**src/rtl/prng_pkg.sv**
```systemverilog
// Shared definitions for the shared xorshift32 random source.
//   prng_state_e : controller FSM states (IDLE -> STEP -> OUT)
//   DEF_*        : default seed, shift amounts and output modulus
//   xorshift32() : one generator step, 32-bit truncating arithmetic
package prng_pkg;

  typedef enum logic [1:0] {
    ST_IDLE = 2'd0,
    ST_STEP = 2'd1,
    ST_OUT  = 2'd2
  } prng_state_e;

  localparam logic [31:0] DEF_SEED  = 32'hDEAD_BEEF;
  localparam int unsigned DEF_A     = 13;
  localparam int unsigned DEF_B     = 17;
  localparam int unsigned DEF_C     = 5;
  localparam logic [31:0] DEF_RANGE = 32'h0004_0001;
  localparam logic [31:0] DEF_MIN   = 32'h0000_0000;

  // x ^= x >> a; x ^= x << b; x ^= x >> c
  // Each step is an invertible linear map, so a nonzero input never
  // produces zero.
  function automatic logic [31:0] xorshift32(input logic [31:0] x,
                                             input int unsigned a,
                                             input int unsigned b,
                                             input int unsigned c);
    logic [31:0] y;
    y = x ^ (x >> a);
    y = y ^ (y << b);
    y = y ^ (y >> c);
    return y;
  endfunction

endpackage

```
**src/rtl/prng_rr_arbiter.sv**
```systemverilog
// Combinational round-robin picker.
//   req     : request vector, one bit per requester
//   ptr     : index with highest priority this round
//   winner  : first requesting index found from ptr upward, wrapping
//   any_req : at least one request bit is set (winner is valid)
module prng_rr_arbiter #(
  parameter int NUM_REQ = 4,
  parameter int PTR_W   = 2
) (
  input  logic [NUM_REQ-1:0] req,
  input  logic [PTR_W-1:0]   ptr,
  output logic [PTR_W-1:0]   winner,
  output logic               any_req
);

  logic [PTR_W-1:0] sel;
  logic             found;

  always_comb begin
    winner = '0;
    found  = 1'b0;
    sel    = '0;
    for (int i = 0; i < NUM_REQ; i++) begin
      // offset i from the pointer, wrapped into 0..NUM_REQ-1
      sel = PTR_W'((int'(ptr) + i) % NUM_REQ);
      if (!found && req[sel]) begin
        winner = sel;
        found  = 1'b1;
      end
    end
    any_req = found;
  end

endmodule

```
**src/rtl/prng_share_ctrl.sv**
```systemverilog
// Sequencing and sharing controller for a clocked xorshift32 generator.
// Serves NUM_REQ requesters round-robin; each served request advances the
// generator once and returns one range-reduced word.
//
// Handshake: req[i] is a level held until gnt[i]; gnt is a one-cycle,
// one-hot pulse coincident with rnd_valid, and rnd_out is valid only in
// that cycle. The requester drops req[i] before the following cycle; a
// req still high in the next IDLE cycle is treated as a fresh request.
//
// Ports:
//   clk, rst_n : clock (rising edge), asynchronous active-low reset
//   seed_load  : one-cycle pulse, loads seed_val (zero maps to SEED)
//   seed_val   : new seed
//   req        : per-requester request levels
//   gnt        : one-hot grant pulse
//   rnd_out    : reduced random word, (x % RANGE) + MIN_VALUE
//   rnd_valid  : rnd_out valid pulse
//   busy       : high while in STEP or OUT
module prng_share_ctrl
  import prng_pkg::*;
#(
  parameter int          NUM_REQ   = 4,
  parameter logic [31:0] SEED      = DEF_SEED,
  parameter int unsigned A         = DEF_A,
  parameter int unsigned B         = DEF_B,
  parameter int unsigned C         = DEF_C,
  parameter logic [31:0] RANGE     = DEF_RANGE,
  parameter logic [31:0] MIN_VALUE = DEF_MIN
) (
  input  logic               clk,
  input  logic               rst_n,
  input  logic               seed_load,
  input  logic [31:0]        seed_val,
  input  logic [NUM_REQ-1:0] req,
  output logic [NUM_REQ-1:0] gnt,
  output logic [31:0]        rnd_out,
  output logic               rnd_valid,
  output logic               busy
);

  localparam int PTR_W = (NUM_REQ > 1) ? $clog2(NUM_REQ) : 1;
  localparam logic [PTR_W-1:0] LAST_IDX = PTR_W'(NUM_REQ - 1);
  localparam logic [NUM_REQ-1:0] ONE = {{(NUM_REQ-1){1'b0}}, 1'b1};

  prng_state_e       fsm_state;
  logic [31:0]       state_q;
  logic [31:0]       rnd_q;
  logic [NUM_REQ-1:0] gnt_q;
  logic              valid_q;
  logic              busy_q;
  logic [PTR_W-1:0]  ptr_q;
  logic [PTR_W-1:0]  win_q;

  logic [PTR_W-1:0]  arb_win;
  logic              arb_any;
  logic [31:0]       next_x;
  logic [31:0]       seed_g;

  prng_rr_arbiter #(
    .NUM_REQ (NUM_REQ),
    .PTR_W   (PTR_W)
  ) u_arb (
    .req     (req),
    .ptr     (ptr_q),
    .winner  (arb_win),
    .any_req (arb_any)
  );

  assign next_x = xorshift32(state_q, A, B, C);
  // zero guard: the generator state must never become 0
  assign seed_g = (seed_val == 32'h0) ? SEED : seed_val;

  // The grant is registered on entry to OUT. A seed_load arriving in the
  // OUT cycle itself aborts the transaction, so the registered pulse is
  // masked by seed_load rather than waiting a cycle to retract it.
  assign gnt       = gnt_q & {NUM_REQ{~seed_load}};
  assign rnd_valid = valid_q & ~seed_load;
  assign rnd_out   = rnd_q;
  assign busy      = busy_q;

  always_ff @(posedge clk or negedge rst_n) begin
    if (!rst_n) begin
      fsm_state <= ST_IDLE;
      state_q   <= SEED;
      rnd_q     <= 32'h0;
      gnt_q     <= '0;
      valid_q   <= 1'b0;
      busy_q    <= 1'b0;
      ptr_q     <= '0;
      win_q     <= '0;
    end else begin
      gnt_q   <= '0;
      valid_q <= 1'b0;
      case (fsm_state)
        ST_IDLE: begin
          if (seed_load) begin
            // seed wins over a simultaneous request; the request is
            // picked up in the next IDLE cycle from the new seed
            state_q <= seed_g;
          end else if (arb_any) begin
            win_q     <= arb_win;
            fsm_state <= ST_STEP;
            busy_q    <= 1'b1;
          end
        end
        ST_STEP: begin
          if (seed_load) begin
            state_q   <= seed_g;
            fsm_state <= ST_IDLE;
            busy_q    <= 1'b0;
          end else begin
            state_q   <= next_x;
            rnd_q     <= (next_x % RANGE) + MIN_VALUE;
            gnt_q     <= ONE << win_q;
            valid_q   <= 1'b1;
            fsm_state <= ST_OUT;
          end
        end
        ST_OUT: begin
          fsm_state <= ST_IDLE;
          busy_q    <= 1'b0;
          if (seed_load) begin
            // aborted: new seed replaces the advanced state and the
            // pointer stays so the same requester is served again
            state_q <= seed_g;
          end else begin
            ptr_q <= (win_q == LAST_IDX) ? '0 : win_q + PTR_W'(1);
          end
        end
        default: begin
          fsm_state <= ST_IDLE;
          busy_q    <= 1'b0;
        end
      endcase
    end
  end

endmodule

```
**config.mk**
```make
export PLATFORM = sky130hd
export DESIGN_NAME = prng_share_ctrl
export DESIGN_NICKNAME = d
export VERILOG_FILES = /design/src/rtl/prng_pkg.sv /design/src/rtl/prng_rr_arbiter.sv /design/src/rtl/prng_share_ctrl.sv
export SDC_FILE = /design/constraint.sdc
export NUM_CORES = 1
export LEC_CHECK = 0
export BUFFER_PORTS_ARGS = -buffer_cell sky130_fd_sc_hd__clkbuf_2
export CAP_MARGIN = 20
export CORE_MARGIN = 5
export CORE_UTILIZATION = 60
export CTS_BUF_LIST = sky130_fd_sc_hd__clkbuf_16
export CTS_CLUSTER_DIAMETER = 120
export DETAILED_ROUTE_END_ITERATION = 8
export GPL_TIMING_DRIVEN = 0
export PLACE_DENSITY = 0.79
export RECOVER_POWER = 50
export SLEW_MARGIN = 20
export SYNTH_ARGS = -nofsm -noshare
export SYNTH_HDL_FRONTEND = slang
export SYNTH_HIERARCHICAL = 1
export SYNTH_SLANG_ARGS = --single-unit
```
**constraint.sdc**
```tcl
create_clock -name clk -period 24.1 [get_ports clk]
set_clock_uncertainty 0.2 [all_clocks]
set_input_delay 0 -clock clk [delete_from_list [all_inputs] [get_ports clk]]
set_output_delay 0 -clock clk [all_outputs]
set_load 0.05 [all_outputs]
```
## Word level (Yosys, flattened, before mapping)

Index checks and enable logic that the tools add are counted.

| word-level totals | value |
|---|---|
| bits in registers | 76 |
| bits in latches | 0 |
| memory bits (writable) | 0 |
| ROM bits | 0 |
| input bits | 39 |
| output and inout bits | 38 |
| logic and storage cells | 80 |
| memories kept | 0 |

| operators by class | value |
|---|---|
| add/sub/neg operators | 4 |
| $mul | 0 |
| divide/modulo/power cells | 1 |
| $lt $le $gt $ge | 4 |
| equal/unequal tests | 7 |
| shift operators | 1 |
| mux-type cells | 33 |
| bitwise operators | 6 |
| reduce and logical (&&, ||, !) cells | 16 |

Operators by type and width:

| kind | count |
|---|---|
| 32-bit 2-to-1 mux | 3 |
| 32-bit one-hot mux with 2 select lines | 1 |
| 32-bit logical NOT | 1 |
| 32-bit by 19-bit modulo with 32-bit output, second input constant | 1 |
| 32-bit by 19-bit XOR with 32-bit output | 1 |
| 32-bit by 27-bit XOR with 32-bit output | 1 |
| 32-bit XOR | 1 |
| 2-bit 2-to-1 mux | 8 |
| 1-bit 2-to-1 mux | 13 |
| 2-bit by 3-bit less-than comparator with 1-bit output, second input constant | 4 |
| 1-bit binary-select mux with 2-bit select | 4 |
| 4-bit 2-to-1 mux | 2 |
| 2-bit AND reduction | 4 |
| 2-bit inequality test, second input constant | 3 |
| 3-bit AND reduction | 2 |
| 2-bit by 1-bit adder with 2-bit output, second input constant | 2 |
| 2-bit adder, second input constant | 2 |
| 4-bit AND | 1 |
| 2-bit == test, second input constant | 2 |
| 2-bit one-hot mux with 2 select lines | 1 |
| 1-bit by 2-bit left shift with 4-bit output, first input constant | 1 |
| 1-bit logical AND | 3 |
| 1-bit logical NOT | 3 |
| 2-bit by 1-bit == test with 1-bit output, second input constant | 1 |
| other kinds (7) | 7 |

## Depth between registers and ports, before layout

Gate-level depths: netlist of the first run.

| logic depth | value |
|---|---|
| depth after elaboration | 15 |
| mapped depth | 76 |
| depth with buffers taken out | 57 |

## By module

Netlist of the first run, hierarchy kept.

By module, submodules not included:

| module | times used | cells an instance | area an instance (µm²) | sequential area each (µm²) |
|---|---|---|---|---|
| prng_share_ctrl | 1 | 1793 | 13447.9 | 1931.9 |
| prng_rr_arbiter | 1 | 15 | 77.6 | 0.0 |

## Least setup slack after synthesis of the first run

No wires, ideal clock.

| timing | value |
|---|---|
| path type | flip-flop to flip-flop |
| start point | register state_q[18] |
| end point | register rnd_q[22], in the netlist rnd_out[22] |
| setup time | 0.119 ns |
| data arrival time | 18.255 ns |
| path slack | 5.526 ns |
| cell stages (with the launch flop) | 68 |
| path buffers | 11 |
| period minus slack after synthesis | 18.574 ns |
| cell sequence | dfstp_2 buf_2 xor3_1 xnor3_2 nor3_2 and4_1 a41oi_1 a2111oi_4 and3_1 mux2i_1 or4_1 nor4b_2 buf_4 a21boi_1 mux2_4 and4_1 buf_6 a2111oi_4 [... 32 more ...] nor2_1 ha_1 or4_1 or4_1 clkbuf_1 o31ai_2 and3_1 buf_4 xnor2_1 ha_1 inv_1 or3_1 or4b_1 buf_4 o41ai_4 nor2_1 a31o_2 o21a_1 |

| between the ends | value |
|---|---|
| cells in the longest elaborated chain, start to end | 4 |

Ends and longest elaborated chain:

| element | line | RTL |
|---|---|---|
| from (decl) | prng_share_ctrl.sv:46 | `logic [31:0] state_q;` |
| from (signal assigned) | prng_share_ctrl.sv:99 | `state_q <= seed_g;` |
| from (signal assigned) | prng_share_ctrl.sv:108 | `state_q <= seed_g;` |
| from (signal assigned) | prng_share_ctrl.sv:112 | `state_q <= next_x;` |
| 32-bit by 19-bit XOR with 32-bit output | prng_pkg.sv:28 | `y = x ^ (x >> a);` |
| 32-bit XOR | prng_pkg.sv:29 | `y = y ^ (y << b);` |
| 32-bit by 27-bit XOR with 32-bit output | prng_pkg.sv:30 | `y = y ^ (y >> c);` |
| 32-bit by 19-bit modulo with 32-bit output | prng_share_ctrl.sv:113 | `rnd_q <= (next_x % RANGE) + MIN_VALUE;` |
| to (signal assigned) | prng_share_ctrl.sv:113 |  |
| to (decl) | prng_share_ctrl.sv:47 | `logic [31:0] rnd_q;` |

Every way passes these cells.
A chain may end at the register's enable or synchronous reset.

## Worst setup path in the final report of the first run

| timing | value |
|---|---|
| start point | register state_q[13] |
| end point | register rnd_q[2], in the netlist rnd_out[2] |

Same word-level chain as after synthesis.

==> impl_metrics.json, run 1 <==
{
  "outcome": "complete, but fails checks",
  "violations": "max-capacitance violations, max-slew violations",
  "maxUsedRoutingLayer": "met4",
  "wl_met1_um": 19200,
  "finalCritPeriodShare": 0.944,
  "cts_made_buffers": 9,
  "maxCapViolations": 1,
  "dp_hpwl_um": 36300,
  "crit_path_frequent_cell": "buf_4",
  "rrSetupSlack_ps": 1360,
  "track_usage": 0.341,
  "worst_pin_slew_ps": 2920,
  "met2WireLength_um": 21400,
  "grt_pass1_vias": 14051,
  "setup_viol": 0,
  "relSlewSlack": -0.946,
  "rows": 55,
  "gr-total-overflow": 0,
  "avgSynthCellArea_um2": 7.48,
  "num_vias": 15259,
  "synth_area_um2": 13500,
  "rsz0062_at_grt": "false",
  "htree_levels": 3,
  "drt_iter0_drc": 1773,
  "drc": 0,
  "tns_ps": 0,
  "routed_wl_um": 46200,
  "dr.pass1.iters": 7,
  "min_path_type": "input pin to flip-flop",
  "drtAntennaViolNets": 0,
  "crit_arrival_ps": 22760,
  "cts_tree": "done",
  "synth_flop_cell": "dfrtp_1",
  "yosysTopAreaCell": "dfrtp_1",
  "synth_top_area_frac": 0.0962,
  "nNetsFinal": 1983,
  "io_buffers": 76,
  "crit_family": "simple AND/OR/NAND/NOR gates",
  "max_freq_mhz": 44.0,
  "fillers": 2008,
  "worst-path-buf-inv": 11,
  "ios": 77,
  "met3WireLength_um": 3860,
  "drive_gt1_frac": 0.122,
  "criticalPathCategory": "flip-flop to flip-flop",
  "die_x_um": 160,
  "via_per_inst": 6.85,
  "grt_first_pass_wirelength_um": 73100,
  "area_delta_synth_final_pct": 10.5,
  "clk_latency_ps": 340,
  "slew_violations": 54,
  "synthCells": 1808,
  "synth-edff-count": 0,
  "die_h_um": 160,
  "ys_seq_area_frac": 0.143,
  "gp_congestion": 1.00,
  "yosysUniqueCellTypes": 116,
  "path_clk_slew_ps": 60,
  "multi_input_area_um2": 11100,
  "critPathLaunchType": "flip-flop",
  "antenna_found_initial": 1,
  "postSynthNetCount": 1855,
  "numClockSinks": 76,
  "core-area_um2": 22400,
  "period_needed_ps": 22740,
  "dieArea_um2": 25600,
  "root_buffer": "clkbuf_16",
  "cp.required_ps": 24110,
  "async_flop_share": 1.00,
  "regArea_um2": 1930,
  "critPathMaxStageDelay_ps": 760,
  "synth.yosys.warnings": 6,
  "ys_ff_latch": 76,
  "cts_buffer_depth": 2,
  "slowest_stage": "a2111oi_0",
  "ys_top_cells_by_area": "dfrtp_1 9.6%, xnor2_1 8.9%, nor2_1 5.0%",
  "wl_per_cell_um": 20.8,
  "postLayoutCoreUtil": 0.666,
  "cts-resized-gates": 0,
  "endpoint_kind": "flip-flop",
  "grt_max_degree": 54,
  "initial_core_util": 0.603,
  "crit_fanout": 10,
  "hold_violations": 0
}
-- final timing paths --
kind | start | endpoint | cells after the start
max | state_q[13] | rnd_out[2] | 67
max reg2reg | state_q[13] | rnd_out[2] | 67
min | req[2] | busy | 6
min reg2reg | rnd_out[3] | rnd_out[3] | 2
max in group asynchronous | rst_n | state_q[14] | 3
min in group asynchronous | rst_n | rnd_out[18] | 3
-- area by class of cell --
| type | count | area share |
|---|---|---|
| Tap cell | 285 | 0.0239 |
| Buffer | 60 | 0.0219 |
| Sequential cell | 76 | 0.129 |
| Clock inverter | 7 | 0.00544 |
| Antenna cell | 1 | 0.000167 |
| Multi-Input combinational cell | 1626 | 0.742 |
| Inverter | 46 | 0.0116 |
| Timing Repair Buffer | 117 | 0.0504 |
| Clock buffer | 9 | 0.0151 |
-- cells in the mapped netlist, types with 10 or more instances --
library cell / count
nor4_1: 44
o31ai_1: 11
nor2_1: 179
o21ai_1: 30
or2_2: 15
buf_2: 17
and4_1: 13
xnor2_1: 138
nor2b_1: 18
o22ai_1: 26
a211o_1: 10
or4_1: 15
mux2i_1: 22
nand4_1: 37
clkbuf_1: 25
nor3b_1: 12
nor3_1: 72
a22oi_1: 13
o211ai_1: 18
a211oi_1: 23
buf_4: 14
xor2_1: 62
o21ai_0: 66
nand2_1: 165
o21a_1: 20
and3_1: 27
and2_1: 29
a21o_1: 17
or3_1: 23
nand3_1: 84
dfrtp_1: 52
dfstp_2: 24
inv_1: 43
nand2b_1: 23
nor4b_1: 10
a21oi_1: 104
a31oi_1: 44
-- what timing repair did --
action                    4_1_cts  5_1_grt
setup buffers                   0        0
hold buffers                   40        0
hold endpoints to repair      114        0
-- tightest hold or removal path, cell delays in order --
cell and delay, ps:
clkbuf_2 110, inv_1 70, nand3_1 80, nor2b_1 150, o21bai_1 120, a21oi_1 60
-- flip-flops by register name (all words and copies together), names as in the netlist --
signal / flops
rnd_out: 32
state_q: 32
gnt_q: 4
fsm_state: 2
ptr_q: 2
win_q: 2
busy: 1
valid_q: 1
-- cell families after synthesis --
family	synth area share
adders and majority gates	0.0104
xor gates and xnor gates	0.180
AOI/OAI and AO/OA	0.272
and+or+nand+nor	0.328
muxes	0.0291
buffers and inverters	0.0369
DFF	0.143
-- layer usage --
| layer | vias up | global-route usage |
|---|---|---|
| met2 | 837 | 0.568 |
| met1 | 7136 | 0.452 |
| met5 | - | 0 |
| li1 | 7130 | - |
| met4 | 0 | 0.124 |
| met3 | 156 | 0.0459 |
-- metrics by stage --
step | std cells | hold WS, ps | instance area [um^2] | setup slack (ps)
after floorplan | 1808 | -496 | 13500 | 5530
after global placement | 2169 | 98.3 | 14300 | 2250
after detailed placement | 2170 | -250 | 14300 | 2100
after CTS | 2226 | 15.9 | 15000 | 1920
after global routing | 2226 | 133 | 14900 | 48.6
final | 2227 | 93.1 | 14900 | 1360
-- placed cells by master, fill, tap and decap left out, types with 41 or more instances in the layout --
cell           synthesis  final
inv_1                 43     43
a21oi_1              104    104
clkbuf_1              25     47
nor4_1                44     44
clkbuf_2               0     56
xor2_1                62     62
nor3_1                72     72
nor2_1               179    179
nand3_1               84     84
o21ai_0               66     66
nand2_1              165    165
a31oi_1               44     44
dfrtp_1               52     52
xnor2_1              138    138
dlygate4sd3_1          2     41
Power of run 1 is left out: the tool's default activity adds up to more than one toggle a clock period on the data nets, which glitch-free logic cannot reach.
==> run 2: changes to the inputs <==
--- a/config.mk
+++ b/config.mk
@@ -14,8 +14,7 @@
 export DETAILED_ROUTE_END_ITERATION = 8
 export GPL_TIMING_DRIVEN = 0
 export PLACE_DENSITY = 0.79
-export RECOVER_POWER = 50
-export SLEW_MARGIN = 20
+export RECOVER_POWER = 25
 export SYNTH_ARGS = -nofsm -noshare
 export SYNTH_HDL_FRONTEND = slang
 export SYNTH_HIERARCHICAL = 1
==> impl_metrics.json, run 2 (same netlist as run 1, synthesis figures left out) <==
{
  "endpoint_kind": "flip-flop",
  "postCtsHoldBufs": 39,
  "gp_congestion": 1.00,
  "rsz0062_at_grt": "false",
  "gr-total-overflow": 0,
  "rrSetupSlack_ps": 1450,
  "cp.required_ps": 24110,
  "routed_wl_um": 47200,
  "path_clk_slew_ps": 60,
  "cts_made_buffers": 9,
  "crit_fanout": 10,
  "num_vias": 15481,
  "slew_violations": 60,
  "cts-resized-gates": 0,
  "setup_viol": 0,
  "crit_arrival_ps": 22660,
  "slowest_stage": "a2111oi_0",
  "core-area_um2": 22400,
  "r2r_cells": 66,
  "period_needed_ps": 22650,
  "grt_max_degree": 60,
  "drc": 0,
  "worst_pin_slew_ps": 3250,
  "grt_first_pass_wirelength_um": 74500,
  "htree_levels": 3,
  "via_per_inst": 6.95,
  "drtAntennaViolNets": 0,
  "critPathLaunchType": "flip-flop",
  "min-delay-start": "req[2]",
  "cts_buffer_depth": 2,
  "max_freq_mhz": 44.2,
  "initial_core_util": 0.603,
  "r2r-start": "state_q[23]",
  "postCtsSetupRepairBufs": 0,
  "drive_gt1_frac": 0.131,
  "ios": 77,
  "multi_input_area_um2": 11100,
  "dp_hpwl_um": 36400,
  "outcome": "complete, but fails checks",
  "min_path_type": "input pin to flip-flop",
  "rows": 55,
  "numClockSinks": 76,
  "timing.rr.end": "rnd_out[7]",
  "antenna_found_initial": 2,
  "io_buffers": 76,
  "clk_latency_ps": 340,
  "dr.pass1.iters": 7,
  "holdPathEnd": "busy",
  "die_h_um": 160,
  "critPathMaxStageDelay_ps": 1050,
  "wl_per_cell_um": 21.2,
  "drt_iter0_drc": 1549,
  "track_usage": 0.347,
  "hold_violations": 0,
  "fillers": 1963,
  "layout_commonest_cell": "nor2_1",
  "maxCapViolations": 1,
  "root_buffer": "clkbuf_16",
  "whs_path_depth": 6,
  "violations": "max-capacitance violations, max-slew violations",
  "area_delta_synth_final_pct": 10.8,
  "relSlewSlack": -1.17,
  "cp-startpoint": "state_q[23]",
  "final_cell_mix": "179 x nor2_1, 165 x nand2_1, 138 x xnor2_1, 104 x a21oi_1, 84 x nand3_1",
  "crit_path_frequent_cell": "buf_4",
  "dieArea_um2": 25600,
  "finalCritPeriodShare": 0.940,
  "die_x_um": 160,
  "tns_ps": 0,
  "nNetsFinal": 1982,
  "grt_pass1_vias": 14151,
  "criticalPathCategory": "flip-flop to flip-flop",
  "cts_tree": "done",
  "regArea_um2": 1930
}
## run 2: through the flow
step / cells / util / setup WS [ps] / area, um^2 / hold WS, ps
6_report: 2226 / 0.668 / 1450 / 15000 / 85.3
5_1_grt: 2226 / 0.668 / 150 / 15000 / 123
4_1_cts: 2225 / 0.669 / 2010 / 15000 / 22.7
3_5_place_dp: 2170 / 0.637 / 2140 / 14300 / -283
3_3_place_gp: 2169 / 0.636 / 2250 / 14300 / 98.3
2_1_floorplan: 1808 / - / 5530 / 13500 / -496
## run 2: final cells by class
| type | count | share of cell area |
|---|---|---|
| Buffer | 60 | 0.0218 |
| Timing Repair Buffer | 116 | 0.0518 |
| Clock inverter | 7 | 0.00660 |
| Inverter | 46 | 0.0115 |
| Clock buffer | 9 | 0.0150 |
| Tap cell | 285 | 0.0238 |
| Antenna cell | 1 | 0.000167 |
| Sequential cell | 76 | 0.129 |
| Multi-Input combinational cell | 1626 | 0.740 |
## run 2: how the worst max path moves through the flow
| stage | depth (start not counted) | end | slack (ps) |
|---|---|---|---|
| after floorplan | 67 | rnd_out[22] | 5530 |
| after global placement | 68 | rnd_out[7] | 2250 |
| after detailed placement | 65 | rnd_out[7] | 2140 |
| after CTS | 65 | rnd_out[7] | 2010 |
| after global routing | 68 | rnd_out[2] | 150 |
| final | 66 | rnd_out[7] | 1450 |
## run 2: critical path: cells and delay by family (launching register included)
kind,cells,cell delay (ps)
fa+ha+maj,2,440
mux,1,490
xor+xnor,6,2310
compound gates,19,7010
buf+inv,11,2180
flops,1,520
simple gates,27,9340
## run 2: routing by layer
| layer | vias to the layer above | track usage | share of wire |
|---|---|---|---|
| met4 | 2 | 0.134 | 0.043 |
| met1 | 7261 | 0.462 | 0.41 |
| met2 | 912 | 0.579 | 0.46 |
| met5 | - | 0 | 0.00023 |
| met3 | 178 | 0.0390 | 0.084 |
| li1 | 7128 | - | - |
Power of run 2 is left out for the same reason.
